**src/rtl/nabp_filtered_ram_bank_ring.sv**
```systemverilog
// -----------------------------------------------------------------------------
// nabp_filtered_ram_bank_ring
//
// Purpose: manages a ring of NUM_BANKS filtered-projection banks. Each bank holds
// one angle's filtered data. The host/FIR side fills banks ahead of the
// processing side, so up to NUM_BANKS-1 angles can be prefetched. Read data
// comes from the working bank and goes to the NUM_PR processing ports. The fill
// address comes from the bank being filled and goes to the host RAM.
// NUM_BANKS=2 gives the classic ping-pong behaviour.
//
// Handshakes:
//   Host side : hs_next_angle is a request and hs_next_angle_ack is the accept.
//               A transfer occurs only in a cycle where both are 1. hs_angle is
//               sampled in that cycle. An ack without a request is ignored.
//   Work side : pr_next_angle is a level request. pr_next_angle_ack is a
//               same-cycle grant. pr_angle and pr_val switch on the next edge.
//
// Ports:
//   clk, reset_n       clock and synchronous active-low reset
//   hs_*               host angle request/ack; hs_s_val is the fill address
//   bank_fill_kick     one-hot, 1-cycle fill start for the bank just accepted
//   bank_fill_done     1-cycle per-bank fill completion
//   bank_hs_s_val      per-bank host RAM address (flattened)
//   bank_pr_val        per-bank processing data (flattened)
//   pr_val             data of the working bank (0 when none is working)
//   pr_next_angle(_ack), pr_angle
//                      work-side request/grant and the current angle
//   all_done           1-cycle pulse when the final angle is released
//   occupancy          registered count of FILLING + FULL banks
//
// Optional feature (macro NABP_FRAM_STALL_STATS_EN):
//   stall_pr           saturating count of stalled processing requests
//   stall_hs           saturating count of host-ready cycles with the ring full
// -----------------------------------------------------------------------------
module nabp_filtered_ram_bank_ring #(
  parameter int NUM_BANKS = 3,
  parameter int NUM_PR    = 2,
  parameter int S_W       = 9,
  parameter int DATA_W    = 16,
  parameter int ANGLE_W   = 8
) (
  input  logic                                clk,
  input  logic                                reset_n,
  input  logic [ANGLE_W-1:0]                  hs_angle,
  input  logic                                hs_has_next_angle,
  output logic                                hs_next_angle,
  input  logic                                hs_next_angle_ack,
  output logic [NUM_BANKS-1:0]                bank_fill_kick,
  input  logic [NUM_BANKS-1:0]                bank_fill_done,
  input  logic [NUM_BANKS*S_W-1:0]            bank_hs_s_val,
  output logic [S_W-1:0]                      hs_s_val,
  input  logic [NUM_BANKS*NUM_PR*DATA_W-1:0]  bank_pr_val,
  output logic [NUM_PR*DATA_W-1:0]            pr_val,
  input  logic                                pr_next_angle,
  output logic                                pr_next_angle_ack,
  output logic [ANGLE_W-1:0]                  pr_angle,
  output logic                                all_done,
  output logic [$clog2(NUM_BANKS+1)-1:0]      occupancy
`ifdef NABP_FRAM_STALL_STATS_EN
  ,
  output logic [15:0]                         stall_pr,
  output logic [15:0]                         stall_hs
`endif
);

  localparam int PTR_W = $clog2(NUM_BANKS);
  localparam int OCC_W = $clog2(NUM_BANKS+1);
  localparam int PR_W  = NUM_PR*DATA_W;

  typedef enum logic [1:0] {
    BANK_EMPTY   = 2'd0,
    BANK_FILLING = 2'd1,
    BANK_FULL    = 2'd2,
    BANK_WORKING = 2'd3
  } bank_state_e;

  bank_state_e          r_bank_state [NUM_BANKS];
  bank_state_e          w_bank_next  [NUM_BANKS];
  logic [ANGLE_W-1:0]   r_angle      [NUM_BANKS];
  logic [PTR_W-1:0]     r_fill_ptr;
  logic [PTR_W-1:0]     r_work_ptr;
  logic [PTR_W-1:0]     r_work_sel;
  logic                 r_work_valid;
  logic [ANGLE_W-1:0]   r_pr_angle;
  logic [NUM_BANKS-1:0] r_fill_kick;
  logic [OCC_W-1:0]     r_occupancy;
  logic [OCC_W-1:0]     w_occ_next;

  logic w_any_filling, w_any_busy, w_ring_full;
  logic w_hs_req, w_hs_take, w_fill_done, w_pr_ack, w_drain;

  logic [PR_W-1:0] w_pr_slice [NUM_BANKS];
  logic [S_W-1:0]  w_hs_slice [NUM_BANKS];

  function automatic logic [PTR_W-1:0] f_next_ptr(input logic [PTR_W-1:0] p);
    return (p == PTR_W'(NUM_BANKS-1)) ? '0 : p + PTR_W'(1);
  endfunction

  // Ring-wide summaries of the registered bank states.
  always_comb begin
    w_any_filling = 1'b0;
    w_any_busy    = 1'b0;
    w_ring_full   = 1'b1;
    for (int b = 0; b < NUM_BANKS; b++) begin
      if (r_bank_state[b] == BANK_FILLING) w_any_filling = 1'b1;
      if (r_bank_state[b] == BANK_FILLING || r_bank_state[b] == BANK_FULL) w_any_busy = 1'b1;
      if (r_bank_state[b] == BANK_EMPTY) w_ring_full = 1'b0;
    end
  end

  // Only one fill is in flight at a time, so fill_ptr always names that bank.
  assign w_hs_req    = reset_n && (r_bank_state[r_fill_ptr] == BANK_EMPTY) &&
                       hs_has_next_angle && !w_any_filling;
  assign w_hs_take   = w_hs_req && hs_next_angle_ack;
  assign w_fill_done = reset_n && bank_fill_done[r_fill_ptr] &&
                       (r_bank_state[r_fill_ptr] == BANK_FILLING);
  assign w_pr_ack    = reset_n && pr_next_angle && (r_bank_state[r_work_ptr] == BANK_FULL);
  // Drain: nothing left to fetch or process, so release the last working bank.
  assign w_drain     = reset_n && pr_next_angle && r_work_valid && !hs_has_next_angle &&
                       !w_any_busy && !w_pr_ack;

  // Bank state transitions. A take and a completion can never hit the same bank
  // (a take needs EMPTY, a completion needs FILLING). The released bank is
  // WORKING and the new working bank is FULL, so the four updates are disjoint.
  always_comb begin
    for (int b = 0; b < NUM_BANKS; b++) w_bank_next[b] = r_bank_state[b];
    if (w_hs_take)                          w_bank_next[r_fill_ptr] = BANK_FILLING;
    if (w_fill_done)                        w_bank_next[r_fill_ptr] = BANK_FULL;
    if ((w_pr_ack || w_drain) && r_work_valid) w_bank_next[r_work_sel] = BANK_EMPTY;
    if (w_pr_ack)                           w_bank_next[r_work_ptr] = BANK_WORKING;
  end

  // Occupancy is counted from the next state, so the register tracks the
  // current bank states exactly.
  always_comb begin
    w_occ_next = '0;
    for (int b = 0; b < NUM_BANKS; b++) begin
      if (w_bank_next[b] == BANK_FILLING || w_bank_next[b] == BANK_FULL)
        w_occ_next = w_occ_next + OCC_W'(1);
    end
  end

  always_ff @(posedge clk) begin
    if (!reset_n) begin
      for (int b = 0; b < NUM_BANKS; b++) begin
        r_bank_state[b] <= BANK_EMPTY;
        r_angle[b]      <= '0;
      end
      r_fill_ptr   <= '0;
      r_work_ptr   <= '0;
      r_work_sel   <= '0;
      r_work_valid <= 1'b0;
      r_pr_angle   <= '0;
      r_fill_kick  <= '0;
      r_occupancy  <= '0;
    end else begin
      for (int b = 0; b < NUM_BANKS; b++) r_bank_state[b] <= w_bank_next[b];
      if (w_hs_take) r_angle[r_fill_ptr] <= hs_angle;
      r_fill_kick <= w_hs_take ? (NUM_BANKS'(1) << r_fill_ptr) : '0;
      if (w_fill_done) r_fill_ptr <= f_next_ptr(r_fill_ptr);
      if (w_pr_ack) begin
        r_pr_angle   <= r_angle[r_work_ptr];
        r_work_sel   <= r_work_ptr;
        r_work_valid <= 1'b1;
        r_work_ptr   <= f_next_ptr(r_work_ptr);
      end else if (w_drain) begin
        r_work_valid <= 1'b0;
      end
      r_occupancy <= w_occ_next;
    end
  end

  // Zero-latency data routing.
  always_comb begin
    for (int b = 0; b < NUM_BANKS; b++) begin
      w_pr_slice[b] = bank_pr_val[b*PR_W +: PR_W];
      w_hs_slice[b] = bank_hs_s_val[b*S_W +: S_W];
    end
  end

  assign pr_val            = r_work_valid ? w_pr_slice[r_work_sel] : '0;
  assign hs_s_val          = w_hs_slice[r_fill_ptr];
  assign hs_next_angle     = w_hs_req;
  assign bank_fill_kick    = r_fill_kick;
  assign pr_next_angle_ack = w_pr_ack;
  assign pr_angle          = r_pr_angle;
  assign all_done          = w_drain;
  assign occupancy         = r_occupancy;

`ifdef NABP_FRAM_STALL_STATS_EN
  logic [15:0] r_stall_pr;
  logic [15:0] r_stall_hs;

  always_ff @(posedge clk) begin
    if (!reset_n) begin
      r_stall_pr <= '0;
      r_stall_hs <= '0;
    end else begin
      if (pr_next_angle && !w_pr_ack && !w_drain && r_stall_pr != 16'hFFFF)
        r_stall_pr <= r_stall_pr + 16'd1;
      if (hs_has_next_angle && w_ring_full && r_stall_hs != 16'hFFFF)
        r_stall_hs <= r_stall_hs + 16'd1;
    end
  end

  assign stall_pr = r_stall_pr;
  assign stall_hs = r_stall_hs;
`endif

endmodule
```
**config.mk**
```make
export PLATFORM = sky130hd
export DESIGN_NAME = nabp_filtered_ram_bank_ring
export DESIGN_NICKNAME = d
export VERILOG_FILES = /design/src/rtl/nabp_filtered_ram_bank_ring.sv
export SDC_FILE = /design/constraint.sdc
export NUM_CORES = 1
export LEC_CHECK = 0
export BUFFER_PORTS_ARGS = -buffer_cell sky130_fd_sc_hd__buf_2
export CAP_MARGIN = 20
export CORE_AREA = 2 2 95 97
export DETAILED_ROUTE_END_ITERATION = 8
export DIE_AREA = 0 0 97 99
export PLACE_DENSITY = 0.82
export SLEW_MARGIN = 20
export SYNTH_ARGS = -nofsm -noshare
export SYNTH_HDL_FRONTEND = slang
export SYNTH_SLANG_ARGS = --single-unit
```
**constraint.sdc**
```tcl
create_clock -name clk -period 2.94 [get_ports clk]
set_clock_uncertainty 0.1 [all_clocks]
set_input_delay 0.294 -clock clk [delete_from_list [all_inputs] [get_ports clk]]
set_output_delay 0.294 -clock clk [all_outputs]
set_load 0.1 [all_outputs]
```
[Yosys cells after proc, flatten, opt, wreduce, memory -nomap -nowiden]
Memory sizes are Yosys's and may differ from the RTL's. A register that Yosys moved wholly into a read port is not among the register bits.
Index checks and enable logic that the tools add are counted.
Storage, ports and cells
  register bits after elaboration: 12
  RAM bits: 30
  input port bits: 139
  output and inout port bits: 57
  memories kept: 2
Memories
  r_angle: depth 3, bits a word 8, rd ports 1, clocked after Yosys merged registers in 1, write ports 3, line 79  | logic [ANGLE_W-1:0] r_angle [NUM_BANKS];
  r_bank_state: depth 3, bits a word 2, rd ports 5, clocked after Yosys merged registers in 2, write ports 3, line 77  | bank_state_e r_bank_state [NUM_BANKS];
Operators by class
  $add $sub $neg: 4
  order comparisons: 7
  eq/ne operators: 16
  shift-type cells: 1
  mux-type cells: 47
  bitwise gates (word level): 15
  reductions and logical operators: 32
Operators with widths (count)
  $mux 32: 3
  $bmux 32 s2: 1
  $mux 2: 15
  $mux 6: 4
  $bmux 9 s2: 1
  $eq 2x2->1 const B: 9
  $mux 9: 2
  $logic_and 1x1->1: 16
  $mux 1: 16
  $eq 2x1->1 const B: 7
  $demux 2 s2: 3
  $ge 3x3->1 const B: 3
  $lt 3x1->1 const B: 3
  $not 2->3: 3
  $add 2x1->2 const B: 4
  $mux 8: 1
  $reduce_or 8->1: 1
  $logic_or 1x1->1: 7
  $and 3x3->3: 2
  $and 6x6->6: 1
  $not 3->3: 2
  $not 6->6: 1
  $or 3x3->3: 2
  $or 6x6->6: 1
  8 further kinds: 14

[Depth between registers and ports, before layout]
Gate-level depths: netlist of run 1.
An unclocked memory read counts as a cell.
  depth after elaboration: 22
  mapped depth: 10
  depth with buffers taken out: 10

[Worst setup path after synthesis of run 1]
No wires, ideal clock.
  path kind: flip-flop to output port
  from: register r_fill_ptr[0]
  to: output port hs_s_val[0]
  arrival: 3.182 ns
  data required time: 2.546 ns
  setup slack: -0.636 ns
  stages on the path, launching flop included: 5
  path through: dfxtp_1 clkbuf_1 clkbuf_1 mux2i_1 o21ai_0
On the way
  cells in the longest elaborated chain, start to end: 4
RTL lines
  from (decl): line 80  | logic [PTR_W-1:0] r_fill_ptr;
  from (signal assigned): line 160  | if (w_fill_done) r_fill_ptr <= f_next_ptr(r_fill_ptr);
  $not 2->3 (not written as such): line 182  | assign hs_s_val = w_hs_slice[r_fill_ptr];
  $bmux 9 s2: line 182
  $mux 9 (not written as such) (2 in a row): line 182
  to (decl): line 51  | output logic [S_W-1:0] hs_s_val,
Every way passes these cells. The select of a mux whose other input is x is not followed.

==> results.py, run 1 <==
metrics = {
    "outcome": {
        "status": "completed",
    },
    "finish": {
        "final_util_pct": 65.98,
        "layout_commonest_cell": "buf_2",
        "fill_cells": 683,
        "num_antenna_cells": 0,
        "final_nets": 739,
        "final_area_um2": 5642,
        "syn_to_final_growth_pct": 45.36,
        "drive_gt1_share_pct": 40.67,
        "layout_common_cells": "buf_2 (167), and2_1 (58), mux2i_1 (55)",
    },
    "routing": {
        "drtIter0Drc": 176,
        "antenna_left": 0,
        "remaining_drc_errors": 0,
        "vias": 3716,
        "wl_per_cell_um": 16.92,
        "wl_mm": 11.98,
        "viasPerCell": 5.249,
        "drt_first_pass_iters": 4,
    },
    "global_route": {
        "antenna_found_initial": 1,
        "grt_start_max_net_pins": 37,
        "grt_overflow": 0,
        "grt.total_usage_pct": 25.35,
        "grt_pass1_wl_mm": 19.26,
        "grt_pass1_vias": 3844,
    },
    "setup_path": {
        "reg2regPathDepth": 9,
        "cp.arrival_ps": 2800,
        "crit_chain": "inv_1, ha_1, nor4b_2, nand4_1, nor3_1, o311ai_0, ha_1, nand2b_1, mux2i_1",
        "slowest_delay_ps": 410,
        "r2r_start": "r_bank_state[1][1]",
        "crit_cells": 9,
        "startpoint_type": "flip-flop",
        "critPathBufInv": 1,
        "r2r_end": "occupancy[0]",
        "endpoint_kind": "flip-flop",
        "critical-path-top-delay-family": "simple AND/OR/NAND/NOR gates",
        "ff2ff_setup_slack_ps": 310,
        "required_ps": 3110,
        "cp_max_fo": 4,
        "crit_end": "occupancy[0]",
        "cp-startpoint": "r_bank_state[1][1]",
        "cp_common_cell": "ha_1",
        "critical-path-slowest-cell": "nor4b_2",
        "crit_type": "reg -> reg",
    },
    "timing": {
        "maxSlewHeadroom_pct": 47.83,
        "drv_slew": 0,
        "clock.fmax_mhz": 380.0,
        "final.min_clock_period_ps": 2632,
        "post-route-period-util_pct": 89.51,
        "fin_setup_tns_ps": 0,
        "tightest_slew_ps": 779.1,
        "rsz0062_at_grt": "no",
        "hold_viol_final": 0,
        "finalSetupViolations": 0,
    },
    "logic_synthesis": {
        "syn_inst": 403,
        "synthFlopType": "edfxtp_1",
        "async_flop_share_pct": 0,
        "synth_cell_types": 49,
        "synth.top_cells.by_area": "edfxtp_1 (25%), dfxtp_1 (15%), mux2i_1 (14%)",
        "avgSynthCellArea_um2": 9.631,
        "synth_top_area_cell": "edfxtp_1",
        "synth_edf_count": 32,
        "ys_ff_latch": 62,
        "synthesis.area_um2": 3881,
        "synth_warnings": 0,
        "synth_top_cell_area_share_pct": 24.76,
        "ys_seq_area_share_pct": 40.23,
        "syn_nets": 547,
    },
    "cts": {
        "clock-root-buffer": "clkbuf_8",
        "cts_tree": "yes",
        "clock_path_buffers": 2,
        "cts_max_level": 3,
        "cts_setup_buffers": 0,
        "cts.sinks": 62,
        "clk_latency_ps": 340,
        "cts.clk_slew.worst_paths_ps": 80,
        "cts-buffers-inserted": 9,
    },
    "floorplan": {
        "boundaryPins": 196,
        "coreArea_um2": 8551,
        "start_util_pct": 45.39,
        "dieHeight_um": 99,
        "die_w_um": 97,
        "rows": 34,
        "dieArea_um2": 9603,
    },
    "placement": {
        "gp_congestion": 0.8928,
        "port_buffers": 195,
        "hpwl_mm": 9.233,
        "placed_cell_area_um2": 5408,
    },
    "min_path": {
        "hold_class": "in -> reg",
    },
    "pwr": {
        "ir_drop_uv": 346.6,
        "power.density_nw_per_um2": 396.2,
        "finalPower_mw": 2.235,
        "p_leak_nw": 2.294,
    },
    "run": {
        "drv_cap": 0,
    },
}
-- synthesized netlist by cell type (2+ instances only) --
| master | count |
|---|---|
| xor2_1 | 2 |
| nand2b_1 | 6 |
| a21boi_0 | 3 |
| o21ai_0 | 48 |
| o21a_1 | 6 |
| nand3_1 | 5 |
| a31oi_4 | 2 |
| clkbuf_1 | 18 |
| o211ai_1 | 4 |
| nand2_1 | 51 |
| edfxtp_1 | 32 |
| nor3b_1 | 2 |
| mux4_2 | 8 |
| and2_1 | 58 |
| mux2i_1 | 55 |
| nand4_1 | 3 |
| and3_1 | 2 |
| nor3_1 | 3 |
| ha_1 | 5 |
| dfxtp_1 | 30 |
| buf_2 | 5 |
| nor2b_1 | 15 |
| buf_1 | 4 |
| inv_1 | 10 |
| nor2_1 | 2 |
-- power breakdown --
part           total (mW)  switching [mW]  internal [mW]
clock network       0.862           0.373          0.489
registers           0.944          0.0128          0.931
logic               0.430           0.266          0.163
-- what timing repair did --
item / 4_1_cts / 5_1_grt
setup endpoints to repair: 0 / 2
hold buffers: 0 / 0
resized for setup: 0 / 1
-- final cells by class --
| cell class | instances | area (um2) | share of cell area, % |
|---|---|---|---|
| multi-input cells | 301 | 2162 | 38.32 |
| flip-flops and latches | 62 | 1563 | 27.70 |
| repair buffers | 211 | 1516 | 26.88 |
| well taps | 108 | 135.1 | 2.395 |
| clock buffers | 9 | 123.9 | 2.196 |
| clock inverters | 7 | 103.9 | 1.841 |
| inverters | 10 | 37.54 | 0.6653 |
-- registers in the layout, summed over array words and instances, names as in the netlist, named ones only --
signal / count
bank_fill_kick: 3
r_work_ptr: 2
occupancy: 2
r_work_sel: 2
r_bank_state: 6
r_work_valid: 1
r_fill_ptr: 2
pr_angle: 8
r_angle: 32
-- metrics by stage --
stage                     cells  worst slack, ps  hold slack (ps)
after floorplan             403            7.431            292.9
after global placement      692            382.7            396.2
after detailed placement    692            226.1            405.5
after CTS                   708            178.3            49.12
after global routing        708            131.4            53.38
final                       708            308.3            59.52
-- worst register-to-register path, delay by kind of cell, from the launching register on --
kind,cells,cell delay (ps)
simple gates,4,1050
fa+ha+maj,2,560
flops,1,390
compound gates,1,230
mux,1,160
buf+inv,1,80
-- per-layer routing --
metal / vias up / GRT usage [%] / wire [um]
met1: 1693 / 29.74 / 4681
met3: 29 / 5.745 / 946
met4: 2 / 10.40 / 349
met5: - / 0 / 13
li1: 1814 / - / -
met2: 178 / 44.93 / 5990
-- worst min path at each step --
stage / cells after the start / startpoint / slack (ps) / to
detailed placement: 2 / pr_angle[2] / 410 / pr_angle[2]
floorplan: 0 / hs_angle[0] / 290 / r_angle[3][0]
finish: 1 / hs_angle[1] / 60 / r_angle[3][1]
global placement: 2 / pr_angle[7] / 400 / pr_angle[7]
CTS: 1 / hs_angle[1] / 50 / r_angle[3][1]
global route: 1 / hs_angle[1] / 50 / r_angle[3][1]
-- logic make-up (layout without fill, tap and decap cells) --
family / count (synthesis) / count (layout) / share of synthesized area (%)
XOR/XNOR: 3 / 3 / 0.6771
AND/OR/NAND/NOR: 157 / 157 / 22.37
AO/OA/AOI/OAI: 73 / 73 / 11.93
flip-flops: 62 / 62 / 40.23
adder cells (fa/ha/maj): 5 / 5 / 1.612
multiplexers: 63 / 63 / 18.83
buffers and inverters: 40 / 237 / 4.352
Power figures use the tool's default switching activity.
==> inputs of run 2 (changes only) <==
--- a/config.mk
+++ b/config.mk
@@ -12,4 +12,5 @@
 export DIE_AREA = 0 0 97 99
 export PLACE_DENSITY = 0.82
+export REMOVE_ABC_BUFFERS = 1
 export SLEW_MARGIN = 20
 export SYNTH_ARGS = -nofsm -noshare
==> constraint.sdc (replaced) <==
create_clock -name clk -period 2.94 [get_ports clk]
set_clock_uncertainty 0.1 [all_clocks]
set_input_delay 0.882 -clock clk [delete_from_list [all_inputs] [get_ports clk]]
set_output_delay 0.882 -clock clk [all_outputs]
set_load 0.1 [all_outputs]
==> run 2 against run 1 <==
  * Global-route usage fell by 0.15 points
  * Via count rose by 5.1%
  * Final cell count rose by 2.1%
  * Worst setup slack got worse by 250 ps
==> results.py, run 2 (synthesis gave the netlist of run 1 again) <==
metrics = {
    "global_route": {
        "grt_pass1_wl_mm": 19.32,
        "antenna_found_initial": 0,
        "grt_overflow": 0,
        "grt_pass1_vias": 3996,
        "grt_start_max_net_pins": 36,
        "grt.total_usage_pct": 25.20,
    },
    "setup_path": {
        "cp-startpoint": "reset_n",
        "endpoint_kind": "output port",
        "required_ps": 1960,
        "cp.arrival_ps": 1900,
        "startpoint_type": "input port",
        "r2r_start": "r_bank_state[1][1]",
        "slowest_delay_ps": 210,
        "crit_chain": "buf_2, nand2_1, buf_4, a31oi_4, buf_4, buf_12",
        "cp_max_fo": 12,
        "crit_type": "in -> out",
        "cp_common_cell": "buf_4",
        "critical-path-slowest-cell": "buf_4",
    },
    "routing": {
        "wl_per_cell_um": 16.92,
        "viasPerCell": 5.400,
        "antenna_left": 0,
        "wl_mm": 12.23,
        "remaining_drc_errors": 0,
        "drt_first_pass_iters": 5,
        "drtIter0Drc": 206,
        "vias": 3904,
    },
    "finish": {
        "fill_cells": 608,
        "final_area_um2": 5973,
        "drive_gt1_share_pct": 43.25,
        "final_nets": 754,
        "num_antenna_cells": 0,
        "layout_commonest_cell": "buf_2",
        "syn_to_final_growth_pct": 53.90,
        "final_cells": 723,
        "largest_reg_flops": 32,
        "largest-register": "r_angle",
        "layout_common_cells": "buf_2 (151), and2_1 (58), mux2i_1 (55)",
    },
    "floorplan": {
        "rows": 34,
        "die_w_um": 97,
        "dieHeight_um": 99,
        "boundaryPins": 196,
        "dieArea_um2": 9603,
        "start_util_pct": 45.39,
        "coreArea_um2": 8551,
    },
    "timing": {
        "tightest_slew_ps": 543.2,
        "worst_slack_ps": 55.44,
        "final.min_clock_period_ps": 2885,
        "clock.fmax_mhz": 346.7,
        "maxSlewHeadroom_pct": 63.74,
        "rsz0062_at_grt": "no",
        "post-route-period-util_pct": 98.11,
        "drv_slew": 0,
        "hold_viol_final": 0,
        "finalSetupViolations": 0,
    },
    "cts": {
        "cts.sinks": 62,
        "clock-root-buffer": "clkbuf_8",
        "cts-buffers-inserted": 9,
        "cts.clk_slew.worst_paths_ps": 70,
        "clock_path_buffers": 2,
        "cts_max_level": 3,
        "clk_latency_ps": 350,
        "cts_tree": "yes",
    },
    "placement": {
        "port_buffers": 195,
        "hpwl_mm": 9.681,
        "preCtsSetupSlack_ps": 9.777,
        "dp.cells": 706,
        "placed_cell_area_um2": 5763,
        "gp_congestion": 0.9557,
    },
    "pwr": {
        "ir_drop_uv": 459.3,
        "seqPwrFrac_pct": 45.3,
        "power.density_nw_per_um2": 349.1,
        "switchingPower_uw": 627.7,
        "p_int_mw": 1.457,
        "p_leak_nw": 2.407,
        "swShare_pct": 30.10,
        "p_clk_share_pct": 31.7,
        "combPwrFrac_pct": 23.0,
    },
    "min_path": {
        "hold_class": "reg -> reg",
        "hp-start": "pr_angle[2]",
    },
    "run": {
        "drv_cap": 0,
    },
    "outcome": {
        "status": "completed",
    },
}
## run 2: changes by cell type in the layout (fill, tap and decap cells not counted), moves of 3 or more
cell	delta
o21ai_1	-9
buf_12	+17
dfxtp_2	+3
buf_2	-16
o21ai_0	+9
buf_4	+14
dfxtp_1	-4
## run 2: area by class of cell
| type | count | area (um2) | area share, % |
|---|---|---|---|
| Clock buffer | 10 | 137.6 | 2.304 |
| Multi-Input combinational cell | 301 | 2175 | 36.41 |
| Clock inverter | 6 | 36.28 | 0.6075 |
| Sequential cell | 62 | 1570 | 26.29 |
| Timing Repair Buffer | 226 | 1882 | 31.50 |
| Inverter | 10 | 37.54 | 0.6284 |
| Tap cell | 108 | 135.1 | 2.262 |
## run 2: worst paths after layout
path / to / slack, ps / cells past startpoint
worst max-delay path: pr_next_angle_ack / 60 / 6
worst min-delay path: pr_angle[2] / 410 / 2
worst max register to register: r_angle[1][6] / 430 / 9
worst min register to register: pr_angle[2] / 410 / 2
## run 2: through the flow
stage	util [%]	power, mW	hold WS, ps	setup TNS (ps)
after floorplan	-	1.207	443.8	-52420
after global placement	67.40	1.425	394.1	0
after detailed placement	67.40	1.439	398.6	0
after CTS	69.65	2.090	415.0	0
after global routing	69.86	2.154	446.8	0
final	69.86	2.085	410.1	0
## run 2: critical path, delay by kind of cell
kind / cells / cell delay [ps]
buffers and inverters: 4 / 750
AO/OA/AOI/OAI: 1 / 140
AND/OR/NAND/NOR: 1 / 120
## run 2: routing by layer
layer  vias to the layer above  wire length (um)  track usage (%)
met5                         -                 0                0
met4                         0               570            13.00
met3                        35               968            5.957
met2                       232              6261            45.51
met1                      1799              4430            27.57
li1                       1838                 -                -
## run 2: timing repair
action                     CTS  global route
resized for setup            4             8
hold buffers                 0             0
setup endpoints to repair    1             6
pin swaps                    1             2
buffers inserted             1             0
## run 2: power groups by stage
| stage | combinational, mW | sequential, mW | clock, mW |
|---|---|---|---|
| after floorplan | 0.223 | 0.984 | 0 |
| final | 0.480 | 0.944 | 0.662 |
| after CTS | 0.481 | 0.944 | 0.665 |
| after global placement | 0.464 | 0.961 | 0 |
| after detailed placement | 0.476 | 0.963 | 0 |
| after global routing | 0.507 | 0.945 | 0.702 |
==> inputs of run 3 (changes only) <==
- BUFFER_PORTS_ARGS: -buffer_cell sky130_fd_sc_hd__buf_2 -> unset
- CORE_AREA: 2 2 95 97 -> 2 2 92 94
- DIE_AREA: 0 0 97 99 -> 0 0 94 96
- DONT_BUFFER_PORTS: unset -> 1
- PLACE_DENSITY: 0.82 -> 0.65
==> run 3 against run 2 <==
  * Worst setup slack got worse by 0.89 ps
  * Clock-buffer cell count is the same
  * Sequential power shrank 0.4%
  * Via count fell by 18%
  * Flip-flop and latch count stayed put
  * Final cell count decreased by 21%
  * Critical path type is now reg -> out
  * Highest routed layer unchanged
==> results.py, run 3 (synthesis gave the netlist of run 1 again) <==
metrics = {
    "run": {
        "drv_cap": 0,
    },
    "timing": {
        "clock.fmax_mhz": 346.6,
        "drv_slew": 0,
        "rsz0062_at_grt": "yes",
        "tightest_slew_ps": 720.2,
        "worst_slack_ps": 54.55,
        "maxSlewHeadroom_pct": 51.89,
        "hold_viol_final": 0,
        "final.min_clock_period_ps": 2885,
        "fin_setup_tns_ps": 0,
        "post-route-period-util_pct": 98.14,
        "finalSetupViolations": 0,
    },
    "finish": {
        "layout_common_cells": "and2_1 (58), mux2i_1 (55), nand2_1 (51)",
        "drive_gt1_share_pct": 25.81,
        "layout_commonest_cell": "and2_1",
        "layout.area.seq_um2": 1568,
        "fill_cells": 601,
        "syn_to_final_growth_pct": 35.24,
        "num_antenna_cells": 0,
        "largest-register": "r_angle",
        "final_nets": 604,
        "final_area_um2": 5249,
        "multi_input_area_um2": 2198,
        "largest_reg_flops": 32,
        "final_cells": 570,
        "final_util_pct": 65.19,
    },
    "floorplan": {
        "start_util_pct": 48.21,
        "dieArea_um2": 9024,
        "rows": 33,
        "coreArea_um2": 8051,
        "boundaryPins": 196,
        "dieHeight_um": 96,
        "die_w_um": 94,
    },
    "pwr": {
        "combPwrFrac_pct": 18.3,
        "switchingPower_uw": 579.3,
        "swShare_pct": 28.40,
        "p_clk_share_pct": 35.6,
        "seqPwrFrac_pct": 46.1,
        "ir_drop_uv": 288.3,
        "p_int_mw": 1.460,
        "power.density_nw_per_um2": 388.6,
        "p_leak_nw": 1.827,
    },
    "setup_path": {
        "cp_max_fo": 4,
        "critical-path-slowest-cell": "dfxtp_1",
        "required_ps": 1960,
        "slowest_delay_ps": 400,
        "startpoint_type": "flip-flop",
        "crit_chain": "inv_1, ha_1, nor4b_2, buf_4, o211ai_1, nor2_2, buf_12",
        "crit_type": "reg -> out",
        "endpoint_kind": "output port",
        "cp.arrival_ps": 1900,
    },
    "global_route": {
        "grt_pass1_wl_mm": 15.24,
        "antenna_found_initial": 0,
        "grt_start_max_net_pins": 36,
        "grt_pass1_vias": 3209,
        "grt_overflow": 0,
        "grt.total_usage_pct": 22.05,
    },
    "placement": {
        "preCtsSetupSlack_ps": 92.24,
        "gp_congestion": 0.8602,
        "port_buffers": 0,
        "hpwl_mm": 7.703,
        "placed_cell_area_um2": 5045,
        "dp.cells": 554,
    },
    "routing": {
        "wl_mm": 10.05,
        "remaining_drc_errors": 0,
        "wl_per_cell_um": 17.62,
        "antenna_left": 0,
        "drtIter0Drc": 148,
        "vias": 3189,
        "viasPerCell": 5.595,
        "drt_first_pass_iters": 4,
    },
    "outcome": {
        "status": "completed",
    },
    "cts": {
        "cts_max_level": 3,
        "clk_latency_ps": 340,
        "cts_tree": "yes",
        "cts_hold_buf": 0,
        "clock-root-buffer": "clkbuf_8",
        "cts.clk_slew.worst_paths_ps": 70,
        "cts-buffers-inserted": 9,
        "clock_path_buffers": 2,
        "cts.sinks": 62,
    },
    "min_path": {
        "hold_class": "reg -> reg",
    },
}
==> run 3: cell count changes in the layout (fill, tap and decap cells not counted), moves of 2 or more <==
cell and delta:
o21ai_0 -9, ha_2 -2, dfxtp_1 +2, clkinv_2 +2, dfxtp_2 -2, buf_2 -151, o21ai_2 +9, clkinv_1 -2
ha_1 +2
==> run 3: layout make-up <==
| cell class | instances | area share (%) |
|---|---|---|
| inverters | 10 | 0.7151 |
| flip-flops and latches | 62 | 29.87 |
| clock buffers | 10 | 2.431 |
| well taps | 105 | 2.503 |
| repair buffers | 76 | 21.43 |
| clock inverters | 6 | 1.168 |
| multi-input cells | 301 | 41.88 |
==> run 3: stage by stage <==
stage	power, mW	hold WS [ps]
floorplan	1.207	443.8
global placement	1.329	398.2
detailed placement	1.334	416.1
CTS	2.052	433.1
global route	2.105	446.9
finish	2.040	426.4
==> run 3: timing repair <==
action / in CTS / in global routing
setup buffers: 0 / 0
endpoints found under the setup margin: 1 / 9
resized for setup: 2 / 3
pin swaps: 0 / 0
cloned: 0 / 0
==> run 3: per-layer routing <==
metal | up-vias | routed length (um) | GRT usage, % | part of all wire, %
li1 | 1542 | - | - | -
met1 | 1464 | 3892 | 24.41 | 39
met2 | 165 | 5088 | 40.30 | 51
met3 | 18 | 807 | 5.325 | 8.0
met4 | 0 | 257 | 9.541 | 2.6
met5 | - | 0 | 0 | 0
==> run 3: worst paths after layout <==
| path | startpoint | to | slack [ps] | depth (start not counted) |
|---|---|---|---|---|
| setup / recovery | r_bank_state[2][1] | hs_next_angle | 50 | 7 |
| hold / removal | pr_angle[1] | pr_angle[1] | 430 | 2 |
| setup reg to reg | r_bank_state[0][0] | occupancy[0] | 320 | 8 |
| hold reg to reg | pr_angle[1] | pr_angle[1] | 430 | 2 |
==> run 3: critical path: cells and delay by family, from the launching register on <==
kind            cells  cell delay [ps]
buf+inv             3              430
flops               1              400
simple gates        2              390
fa+ha+maj           1              200
compound gates      1              130
==> run 3: power by group through the flow <==
stage | clock network [mW] | logic [mW] | registers [mW]
after floorplan | 0 | 0.223 | 0.984
after global placement | 0 | 0.369 | 0.959
after detailed placement | 0 | 0.374 | 0.960
after CTS | 0.736 | 0.375 | 0.941
after global routing | 0.769 | 0.394 | 0.942
final | 0.726 | 0.373 | 0.940
